File: config.mk
export PLATFORM = sky130hd
export DESIGN_NAME = loba_mult_pipe
export DESIGN_NICKNAME = d
export VERILOG_FILES = /design/src/rtl/loba_mult_pipe.sv
export SDC_FILE = /design/constraint.sdc
export NUM_CORES = 1
export LEC_CHECK = 0
export CAP_MARGIN = 10
export CORE_UTILIZATION = 45
export CTS_BUF_LIST = sky130_fd_sc_hd__clkbuf_8
export DETAILED_ROUTE_END_ITERATION = 16
export MAX_ROUTING_LAYER = met4
export SETUP_SLACK_MARGIN = 0.2
export SLEW_MARGIN = 20
export SYNTH_ARGS = -nofsm -noshare
export SYNTH_HDL_FRONTEND = slang
export SYNTH_SLANG_ARGS = --single-unit
File: constraint.sdc
create_clock -name clk -period 4.75 [get_ports clk]
set_input_delay 1.425 -clock clk [delete_from_list [all_inputs] [get_ports clk]]
set_output_delay 1.425 -clock clk [all_outputs]
set_load 0.03 [all_outputs]
File: src/rtl/loba_mult_pipe.sv
// Pipelined leading-one-bit-based approximate unsigned multiplier with
// valid/ready backpressure, tag passthrough and a lossless indicator.
module loba_mult_pipe #(
    parameter int W     = 16,
    parameter int K     = 4,
    parameter int TERMS = 3,
    parameter int TAG_W = 4
) (
    input  logic             clk,
    input  logic             rst_n,
    input  logic             in_valid,
    output logic             in_ready,
    input  logic [W-1:0]     in_a,
    input  logic [W-1:0]     in_b,
    input  logic             in_mode,
    input  logic [TAG_W-1:0] in_tag,
    output logic             out_valid,
    input  logic             out_ready,
    output logic [2*W-1:0]   out_p,
    output logic [TAG_W-1:0] out_tag,
    output logic             out_lossless
);
    localparam int SW = $clog2(W);
    localparam int PW = 2 * W;

    function automatic logic [SW-1:0] lead_one(input logic [W-1:0] x);
        logic [SW-1:0] idx;
        idx = '0;
        for (int i = 0; i < W; i++) begin
            if (x[i]) idx = SW'(i);
        end
        return idx;
    endfunction

    // A zero input yields index 0, which keeps the shift at 0 and the segment at 0.
    function automatic void split_seg(input  logic [W-1:0]  x,
                                      output logic [K-1:0]  seg,
                                      output logic [SW-1:0] sh,
                                      output logic [W-1:0]  rem);
        logic [SW-1:0] n;
        n   = lead_one(x);
        sh  = (n >= SW'(K - 1)) ? n - SW'(K - 1) : '0;
        seg = K'(x >> sh);
        rem = x - (W'(seg) << sh);
    endfunction

    function automatic logic [PW-1:0] term(input logic [K-1:0]  x,
                                           input logic [K-1:0]  y,
                                           input logic [SW-1:0] kx,
                                           input logic [SW-1:0] ky);
        logic [PW-1:0] prod;
        prod = PW'(x) * PW'(y);
        return prod << ({1'b0, kx} + {1'b0, ky});
    endfunction

    logic adv;
    assign adv      = out_ready || !out_valid;
    assign in_ready = adv;

    logic [K-1:0]  ah_c, al_c, bh_c, bl_c;
    logic [SW-1:0] akh_c, akl_c, bkh_c, bkl_c;
    logic [W-1:0]  ra_c, ra2_c, rb_c, rb2_c;

    always_comb begin
        split_seg(in_a, ah_c, akh_c, ra_c);
        split_seg(ra_c, al_c, akl_c, ra2_c);
        split_seg(in_b, bh_c, bkh_c, rb_c);
        split_seg(rb_c, bl_c, bkl_c, rb2_c);
    end

    logic             v1, mode1;
    logic [TAG_W-1:0] tag1;
    logic [K-1:0]     ah1, al1, bh1, bl1;
    logic [SW-1:0]    akh1, akl1, bkh1, bkl1;
    logic             az1, bz1, raz1, rbz1, ra2z1, rb2z1;

    always_ff @(posedge clk or negedge rst_n) begin
        if (!rst_n) begin
            v1 <= 1'b0; mode1 <= 1'b0; tag1 <= '0;
            ah1 <= '0; al1 <= '0; bh1 <= '0; bl1 <= '0;
            akh1 <= '0; akl1 <= '0; bkh1 <= '0; bkl1 <= '0;
            az1 <= 1'b0; bz1 <= 1'b0; raz1 <= 1'b0; rbz1 <= 1'b0;
            ra2z1 <= 1'b0; rb2z1 <= 1'b0;
        end else if (adv) begin
            v1 <= in_valid; mode1 <= in_mode; tag1 <= in_tag;
            ah1 <= ah_c; al1 <= al_c; bh1 <= bh_c; bl1 <= bl_c;
            akh1 <= akh_c; akl1 <= akl_c; bkh1 <= bkh_c; bkl1 <= bkl_c;
            az1 <= (in_a == '0); bz1 <= (in_b == '0);
            raz1 <= (ra_c == '0); rbz1 <= (rb_c == '0);
            ra2z1 <= (ra2_c == '0); rb2z1 <= (rb2_c == '0);
        end
    end

    logic any_zero, loss_c;
    always_comb begin
        any_zero = az1 || bz1;
        if (mode1)
            loss_c = (ra2z1 && rb2z1 && ((TERMS == 4) || al1 == '0 || bl1 == '0)) || any_zero;
        else
            loss_c = (raz1 && rbz1) || any_zero;
    end

    logic             v2, mode2, loss2;
    logic [TAG_W-1:0] tag2;
    logic [PW-1:0]    hh2, hl2, lh2, ll2;

    always_ff @(posedge clk or negedge rst_n) begin
        if (!rst_n) begin
            v2 <= 1'b0; mode2 <= 1'b0; loss2 <= 1'b0; tag2 <= '0;
            hh2 <= '0; hl2 <= '0; lh2 <= '0; ll2 <= '0;
        end else if (adv) begin
            v2 <= v1; mode2 <= mode1; loss2 <= loss_c; tag2 <= tag1;
            hh2 <= term(ah1, bh1, akh1, bkh1);
            hl2 <= term(ah1, bl1, akh1, bkl1);
            lh2 <= term(al1, bh1, akl1, bkh1);
            ll2 <= term(al1, bl1, akl1, bkl1);
        end
    end

    // Truncated terms never exceed the exact product, so the sum cannot overflow.
    logic [PW-1:0] sum_c;
    always_comb begin
        sum_c = hh2;
        if (mode2) begin
            sum_c = hh2 + hl2 + lh2;
            if (TERMS == 4) sum_c = sum_c + ll2;
        end
    end

    always_ff @(posedge clk or negedge rst_n) begin
        if (!rst_n) begin
            out_valid <= 1'b0; out_p <= '0; out_tag <= '0; out_lossless <= 1'b0;
        end else if (adv) begin
            out_valid <= v2; out_p <= sum_c; out_tag <= tag2; out_lossless <= loss2;
        end
    end
endmodule

== Word level (Yosys, flattened, before mapping) ==
Cells that the tools add are included.

* Bits in registers: 185
* Memories kept: 0
* Bits in latches: 0
* Input bits: 41
* ROM bits: 0
* Logic and storage cells: 142
* Output and inout port bits: 39
* Memory bits (writable): 0

* Equal/unequal tests: 0
* Magnitude comparators: 4
* Shift-type cells: 11
* Multiplexer cells: 66
* Add/sub/neg operators: 13
* $mul: 3
* Bitwise gates (word level): 0
* Reductions and logical operators: 17
* Div/mod/pow operators: 0

{| class="wikitable"
|+ Operator list
! kind !! number
|-
| $mux W4 || 56
|-
| $logic_not A16 Y1 || 6
|-
| $shl A8 B5 Y32 || 3
|-
| $add A32 B32 Y32 || 2
|-
| $shl A4 B4 Y16 || 4
|-
| $shr A16 B4 Y4 || 4
|-
| $sub A16 B16 Y16 || 4
|-
| $mux W32 || 1
|-
| $mul A4 B4 Y8 || 3
|-
| $ge A4 B2 Y1 const B || 4
|-
| $sub A4 B2 Y4 const B || 4
|-
| $add A4 B4 Y5 || 3
|-
| $logic_not A4 Y1 || 2
|-
| $mux W3 || 2
|-
| $logic_or A1 B1 Y1 || 5
|-
| $mux W1 || 5
|-
| $mux W2 || 2
|-
| $logic_and A1 B1 Y1 || 3
|-
| $logic_not A1 Y1 || 1
|}

== Longest topological paths before layout ==
Gate-level depths: netlist of the first run.

* Depth in word-level cells: 41
* Mapped depth: 65

== Least setup slack after synthesis of the first run ==
OpenSTA, ideal clock, no wires.

* Path kind: input to register
* Start point: input in_a[3]
* End point: register ra2z1
* Setup time: 95 ps
* Required time: 4655 ps
* Arrival time: 12005 ps
* Cell stages on the path: 59
* Setup slack: -7351 ps
* Cell sequence: clkbuf_1 nor2_1 a221oi_1 nand2b_1 a21oi_1 nor2_1 nor2_1 o21bai_1 ha_1 clkbuf_1 nor2_1 mux2i_1 o32ai_1 o32a_1 a311oi_1 a31oi_1 o21ai_0 mux2i_1 [... 23 more ...] nand2_1 o21ai_0 and2_1 nand2_1 ha_1 nor2b_1 o21ai_0 nand2b_1 a21o_1 a21o_1 nand2_1 o21ai_0 a41o_1 o41a_1 a221o_1 nor2_1 a211oi_1 o31ai_1

* Cells in the longest elaborated chain, start to end: 39

{| class="wikitable"
|+ RTL lines
! what !! line !! text
|-
| from (decl) || 13 || <nowiki>input logic [W-1:0] in_a,</nowiki>
|-
| $mux W2 || 30 || <nowiki>if (x[i]) idx = SW'(i);</nowiki>
|-
| $mux W3 (2 in a row) || 30 ||
|-
| $mux W4 (10 in a row) || 30 ||
|-
| $sub A4 B2 Y4 or $ge A4 B2 Y1 (tied branches) || 42 || <nowiki>sh = (n >= SW'(K - 1)) ? n - SW'(K - 1) : '0;</nowiki>
|-
| $mux W4 || 42 ||
|-
| $shr A16 B4 Y4 || 43 || <nowiki>seg = K'(x >> sh);</nowiki>
|-
| $shl A4 B4 Y16 || 44 || <nowiki>rem = x - (W'(seg) << sh);</nowiki>
|-
| $sub A16 B16 Y16 (*) || 44 ||
|-
| $mux W1 || 30 ||
|-
| $mux W4 (14 in a row) || 30 ||
|-
| $sub A4 B2 Y4 or $ge A4 B2 Y1 (tied branches) || 42 ||
|-
| $mux W4 || 42 ||
|-
| $shr A16 B4 Y4 || 43 ||
|-
| $shl A4 B4 Y16 || 44 ||
|-
| $sub A16 B16 Y16 (*) || 44 ||
|-
| $logic_not A16 Y1 (*) || 90 || <nowiki>ra2z1 <= (ra2_c == '0); rb2z1 <= (rb2_c == '0);</nowiki>
|-
| to (signal assigned) || 90 ||
|-
| to (decl) || 75 || <nowiki>logic az1, bz1, raz1, rbz1, ra2z1, rb2z1;</nowiki>
|}

Every way passes the cells marked *; elsewhere a longest branch is shown, timed or not.
A chain may end at the register's enable or synchronous reset.

== Worst setup path after layout of the first run ==
* Start point: input in_a[15]
* End point: register ra2z1

* Cells in the longest elaborated chain, start to end: 27

{| class="wikitable"
|+ RTL lines
! what !! line
|-
| $mux W4 || 30
|-
| $sub A4 B2 Y4 or $ge A4 B2 Y1 (tied branches) || 42
|-
| $mux W4 || 42
|-
| $shr A16 B4 Y4 || 43
|-
| $shl A4 B4 Y16 || 44
|-
| $sub A16 B16 Y16 (*) || 44
|-
| $mux W1 || 30
|-
| $mux W4 (14 in a row) || 30
|-
| $sub A4 B2 Y4 or $ge A4 B2 Y1 (tied branches) || 42
|-
| $mux W4 || 42
|-
| $shr A16 B4 Y4 || 43
|-
| $shl A4 B4 Y16 || 44
|-
| $sub A16 B16 Y16 (*) || 44
|-
| $logic_not A16 Y1 (*) || 90
|}

Marks and branches as above.

==> run_results.csv, run 1 <==
group,metric,value,unit
run_status,status,"finished with violations",
run_status,failed_checks,"setup timing",
setup_path,path_class,"in2reg",
power,irDropWorstVdd,0.464,mV
die,pin_count,80,
synthesis,syn_area_per_cell,7.86,um^2
synthesis,synth_top_area_share,24.8,%
synthesis,synth_cells,2378,
synthesis,async_flop_share,100,%
layout,nets,3263,
synthesis,synth_compound_area_share,25.2,%
clock_tree,cts.path.max_buffers,2,
timing,fin_skew,29.9,ps
routing,drtPass1Iterations,5,
layout,final_common_cell,"buf_4",
routing,post_drt_via_cell_ratio,5.72,
timing,fmax,0.0928,GHz
flow_run,drv_cap,0,
timing,worst_pin_slew,1100,ps
setup_path,end_kind,"register",
setup_path,worst_path_max_delay_cell,"or4_4",
clock_tree,cts_tree,"yes",
clock_tree,worstSkewPairLatency,580,ps
clock_tree,clock-root-buffer,"clkbuf_8",
routing,drt_iter0_drc,1432,
routing,via_count,20500,
die,fp.dieW,206,um
routing,antenna_left,0,
grt,grt_pass1_wl,106000,um
clock_tree,clk_pin_slew,110,ps
synthesis,synth_seq_area_share,24.8,%
placed_design,dpl.hpwl,51400,um
placed_design,placed_cell_area,0.0240,mm^2
clock_tree,hold_buffers,0,
timing,fin_crit_sh,227,%
clock_tree,h-tree-depth,4,
timing,setup_violations,24,
timing,tns,-71800,ps
grt,antenna_found_initial,0,
synthesis,synth_edf_count,0,
synthesis,synth_simple_gate_area_share,21.3,%
synthesis,ys_types,94,
setup_path,cp.required,5230,ps
layout,area_delta_synth_final,46.5,%
layout,final_cell_mix,"buf_4 (572), nand2_1 (359), nor2_1 (184)",
timing,period_needed,10780,ps
synthesis,synthMuxAreaShare,5.91,%
clock_tree,cts_buffers,17,
grt,grt_util_all_layers,33.1,%
grt,grt_max_degree,109,
timing,rsz0062_at_grt,"yes",
synthesis,yosysWarnings,0,
placed_design,io_buffers,79,
timing,hold_viol_final,0,
clock_tree,cts.sinks,185,
layout,postLayoutCoreUtil,67.0,%
min_path,hold_class,"reg2reg",
die,die-area,0.0424,mm^2
synthesis,synth_area_leaders,"dfrtp_1 (25%), ha_1 (9.4%), nand2_1 (7.6%), fa_1 (5.2%), o21ai_0 (5.1%)",
synthesis,yosysTopAreaCell,"dfrtp_1",
power,p_per_area,700,mW/mm^2
power,p_leak,12.8,nW
layout,final_cell_area,0.0274,mm^2
routing,wl_per_cell,19.2,um
layout,drive_above_1_share,35.0,%
synthesis,synth-main-ff-cell,"dfrtp_1",
grt,grt_pass1_vias,20100,
grt,grt-ovfl-total,0,
placed_design,gp_congestion,0.965,
synthesis,synthXorXnorAreaFrac,3.70,%
routing,drc,0,
timing,finalMaxSlewViolations,0,
setup_path,cp_common_cell,"buf_6",
synthesis,syn_area,0.0187,mm^2
setup_path,critPathMaxStageDelay,570,ps
die,initial_core_util,45.7,%
synthesis,syn-num-nets,2608,
timing,holdWs,465,ps
synthesis,ys_ff_latch,185,
layout,antenna_cells,0,
die,rows,74,
timing,slew_headroom,26.3,%
die,core_region_area,0.0409,mm^2
synthesis,synth_top_family_by_area,"compound AO/OA/AOI/OAI gates",
setup_path,crit_fanout,11,
synthesis,synth_fa_ha_area_share,14.6,%
routing,routed_wl,68600,um
setup_path,worst_setup_path_start_kind,"input pin",
timing,setup_ws,-6030,ps
setup_path,arrival,11260,ps
die,die_h,206,um
## final cells by class
class	count	area (um^2)
timing repair buffer	756	6300
sequential	185	4630
inverter	99	374
multi-input combinational	1974	15000
clock buffer	17	234
fill	3495	13500
tap	532	666
clock inverter	15	198
## final timing paths
path                                          from                     to  slack [ps]  cells past startpoint
worst max-delay path                      in_a[15]      ra2z1$_DFFE_PN0P_       -6030                     53
worst min-delay path                v2$_DFFE_PN0P_  out_valid$_DFFE_PN0P_         460                      1
worst max register to register  lh2[2]$_DFFE_PN0P_  out_p[28]$_DFFE_PN0P_        -160                     22
worst min register to register      v2$_DFFE_PN0P_  out_valid$_DFFE_PN0P_         460                      1
max in group asynchronous                    rst_n    tag2[1]$_DFFE_PN0P_        2850                      2
min in group asynchronous                    rst_n   out_p[3]$_DFFE_PN0P_         950                      1
## flip-flops by register name (all words and copies together), names as in the netlist, 4 cells and up
register,flops
bh1,4
bkh1,4
hh2,32
hl2,32
al1,4
bl1,4
akl1,4
akh1,4
ah1,4
out_p,32
out_tag,4
tag2,4
bkl1,4
lh2,32
tag1,4
## Yosys cell counts, drive strengths merged, types with 34 or more instances
library cell and instances:
dfrtp 185, and2 34, a21oi 176, o21ai 194, nand3 47, nand2 382
mux2i 86, fa 49, xnor2 58, nor3 65, nor2 207, inv 98
a21o 41, clkbuf 103, ha 140
## kinds of logic after synthesis
kind of cell / after synthesis
buffers and inverters: 219
adder cells (fa/ha/maj): 189
AO/OA/AOI/OAI: 715
XOR/XNOR: 79
AND/OR/NAND/NOR: 885
flip-flops: 185
multiplexers: 106
## layer usage
metal	GRT usage [%]	wire, um
met1	40.4	29900
met2	54.8	33200
met3	3.88	2320
met4	15.0	3090
met5	-	0
## critical path: cells and delay by family
| family | cells | cell delay (ps) |
|---|---|---|
| muxes | 1 | 110 |
| adders and majority gates | 4 | 760 |
| and+or+nand+nor | 15 | 2400 |
| buffers and inverters | 12 | 1910 |
| AOI/OAI and AO/OA | 20 | 4350 |
| xor gates and xnor gates | 1 | 270 |
## what timing repair did
| action | 4_1_cts | 5_1_grt |
|---|---|---|
| setup buffers | 123 | 45 |
| pin swaps | 177 | 168 |
| gates cloned | 1 | 0 |
| setup endpoints to repair | 30 | 33 |
| endpoints found under the hold margin | 0 | 0 |
| gates resized for setup | 284 | 205 |
## power by group
| part | internal (W) | switching (W) | total, W |
|---|---|---|---|
| clock network | 0.000410 | 0.000765 | 0.00117 |
| logic | 0.00713 | 0.00842 | 0.0156 |
| registers | 0.00201 | 0.000437 | 0.00244 |
## per-stage QoR
| stage | worst slack [ps] | cells | power, W |
|---|---|---|---|
| finish | -6030 | 3578 | 0.0192 |
| floorplan | -6310 | 2378 | 0.0104 |
| detailed placement | -7230 | 3377 | 0.0157 |
| global placement | -7080 | 3377 | 0.0155 |
| global route | -6510 | 3578 | 0.0205 |
| CTS | -5900 | 3533 | 0.0181 |
No activity file was read; power rests on OpenSTA's default activity.
==> inputs of run 2 (changes only) <==
--- a/config.mk
+++ b/config.mk
@@ -6,10 +6,12 @@
 export NUM_CORES = 1
 export LEC_CHECK = 0
 export CAP_MARGIN = 10
-export CORE_UTILIZATION = 45
+export CORE_MARGIN = 3
+export CORE_UTILIZATION = 51
 export CTS_BUF_LIST = sky130_fd_sc_hd__clkbuf_8
 export DETAILED_ROUTE_END_ITERATION = 16
 export MAX_ROUTING_LAYER = met4
+export PLACE_DENSITY = 0.72
 export SETUP_SLACK_MARGIN = 0.2
 export SLEW_MARGIN = 20
 export SYNTH_ARGS = -nofsm -noshare
==> run_results.csv, run 2 (same netlist as run 1, synthesis figures left out) <==
group,metric,value,unit
grt,grt-ovfl-total,0,
layout,antenna_cells,0,
timing,fin_crit_sh,232,%
timing,slew_headroom,27.4,%
run_status,status,"finished with violations",
clock_tree,h-tree-depth,4,
die,core_region_area,0.0358,mm^2
power,p_leak,12.6,nW
setup_path,arrival,11420,ps
die,rows,69,
setup_path,cp_common_cell,"buf_4",
min_path,hold_class,"reg2reg",
routing,wl_per_cell,19.3,um
timing,worst_pin_slew,1090,ps
clock_tree,hold_buffers,0,
grt,antenna_found_initial,0,
die,die_h,197,um
timing,setup_ws,-6260,ps
timing,tns,-72850,ps
die,pin_count,80,
routing,drtPass1Iterations,5,
timing,rsz0062_at_grt,"yes",
layout,final_cell_mix,"buf_4 (565), nand2_1 (363), nor2_1 (185)",
placed_design,io_buffers,79,
die,die-area,0.0390,mm^2
timing,setup_violations,23,
placed_design,dp_slack,-7180,ps
timing,fmax,0.0908,GHz
clock_tree,clk_pin_slew,100,ps
routing,drt_iter0_drc,1519,
clock_tree,cts.sinks,185,
timing,hold_viol_final,0,
timing,finalMaxSlewViolations,0,
setup_path,crit_fanout,5,
die,fp.dieW,197,um
placed_design,dp.cells,3292,
setup_path,worst_setup_path_start_kind,"input pin",
flow_run,drv_cap,0,
layout,postLayoutCoreUtil,75.5,%
timing,period_needed,11010,ps
setup_path,path_class,"in2reg",
grt,grt_pass1_wl,105000,um
setup_path,end_kind,"register",
routing,post_drt_via_cell_ratio,5.97,
power,irDropWorstVdd,0.572,mV
grt,grt_max_degree,158,
clock_tree,clock-root-buffer,"clkbuf_8",
grt,grt_pass1_vias,20200,
routing,drc,0,
routing,routed_wl,67300,um
layout,nets,3241,
die,initial_core_util,52.2,%
layout,final_common_cell,"buf_4",
power,p_per_area,720,mW/mm^2
layout,drive_above_1_share,34.2,%
routing,antenna_left,0,
clock_tree,cts_tree,"yes",
clock_tree,cts_buffers,17,
setup_path,cp.required,5160,ps
run_status,failed_checks,"setup timing",
setup_path,critPathMaxStageDelay,580,ps
routing,via_count,20800,
setup_path,worst_path_max_delay_cell,"or4_4",
placed_design,dpl.hpwl,50200,um
placed_design,gp_congestion,0.955,
clock_tree,cts.path.max_buffers,2,
clock_tree,worstSkewPairLatency,500,ps
grt,grt_util_all_layers,34.2,%
layout,area_delta_synth_final,44.6,%
layout,fill_cells,2641,
layout,finalNonFillerCells,3482,
timing,fin_skew,19.3,ps
run 2: changes by cell type in the layout (fill, tap and decap cells not counted), sizes merged:
cell           change
inv                +1
clkdlybuf4s50      -1
bufbuf             -1
clkinvlp           +1
clkdlybuf4s15      +2
dlygate4sd2        +1
buf               -23
bufinv             +2
clkinv             -7
run 2: cell type report:
class,instances,area [um^2],share of cell area (%)
clock inverters,12,129,0.476
flip-flops and latches,185,4630,17.1
repair buffers,734,6110,22.6
clock buffers,17,234,0.865
inverters,99,374,1.38
multi-input cells,1974,15000,55.4
well taps,461,577,2.13
run 2: critical path: cells and delay by family:
family	cells	cell delay, ps
fa+ha+maj	4	850
simple gates	20	2910
buf+inv	7	880
compound gates	27	4490
xor+xnor	1	310
mux	2	530
run 2: worst paths after layout:
kind / endpoint / slack (ps) / cells after the start / startpoint
min in group asynchronous: out_p[13]$_DFFE_PN0P_ / 900 / 1 / rst_n
worst min register to register: tag1[3]$_DFFE_PN0P_ / 470 / 2 / tag1[3]$_DFFE_PN0P_
worst max-delay path: ra2z1$_DFFE_PN0P_ / -6260 / 61 / in_a[3]
max in group asynchronous: ah1[0]$_DFFE_PN0P_ / 2910 / 2 / rst_n
worst max register to register: out_p[28]$_DFFE_PN0P_ / -80 / 23 / hh2[2]$_DFFE_PN0P_
worst min-delay path: tag1[3]$_DFFE_PN0P_ / 470 / 2 / tag1[3]$_DFFE_PN0P_
run 2: metrics by stage:
step	total power [W]	hold slack, ps	instance area [um^2]
finish	0.0195	473	27000
global placement	0.0153	446	23800
global route	0.0208	500	27000
floorplan	0.0104	430	19300
CTS	0.0181	479	25800
detailed placement	0.0156	456	23800
run 2: metal layers:
| layer | track usage, % | share of wire [%] | vias up |
|---|---|---|---|
| met5 | - | 0 | - |
| met1 | 41.8 | 42 | 10100 |
| met2 | 57.3 | 49 | 658 |
| met3 | 3.16 | 3.7 | 178 |
| li1 | - | - | 9878 |
| met4 | 16.2 | 4.9 | 0 |
run 2: timing repair:
item                       in CTS  in global routing
setup endpoints to repair      32                 35
pin swaps                     134                153
resized for setup             288                188
gates cloned                    0                  1
buffers inserted              114                 46
hold endpoints to repair        0                  0
run 2: report_power, final:
group,leakage [nW],internal [W],switching [W]
clock network,0.190,0.000460,0.000594
logic,10.0,0.00747,0.00849
registers,2.42,0.00201,0.000446
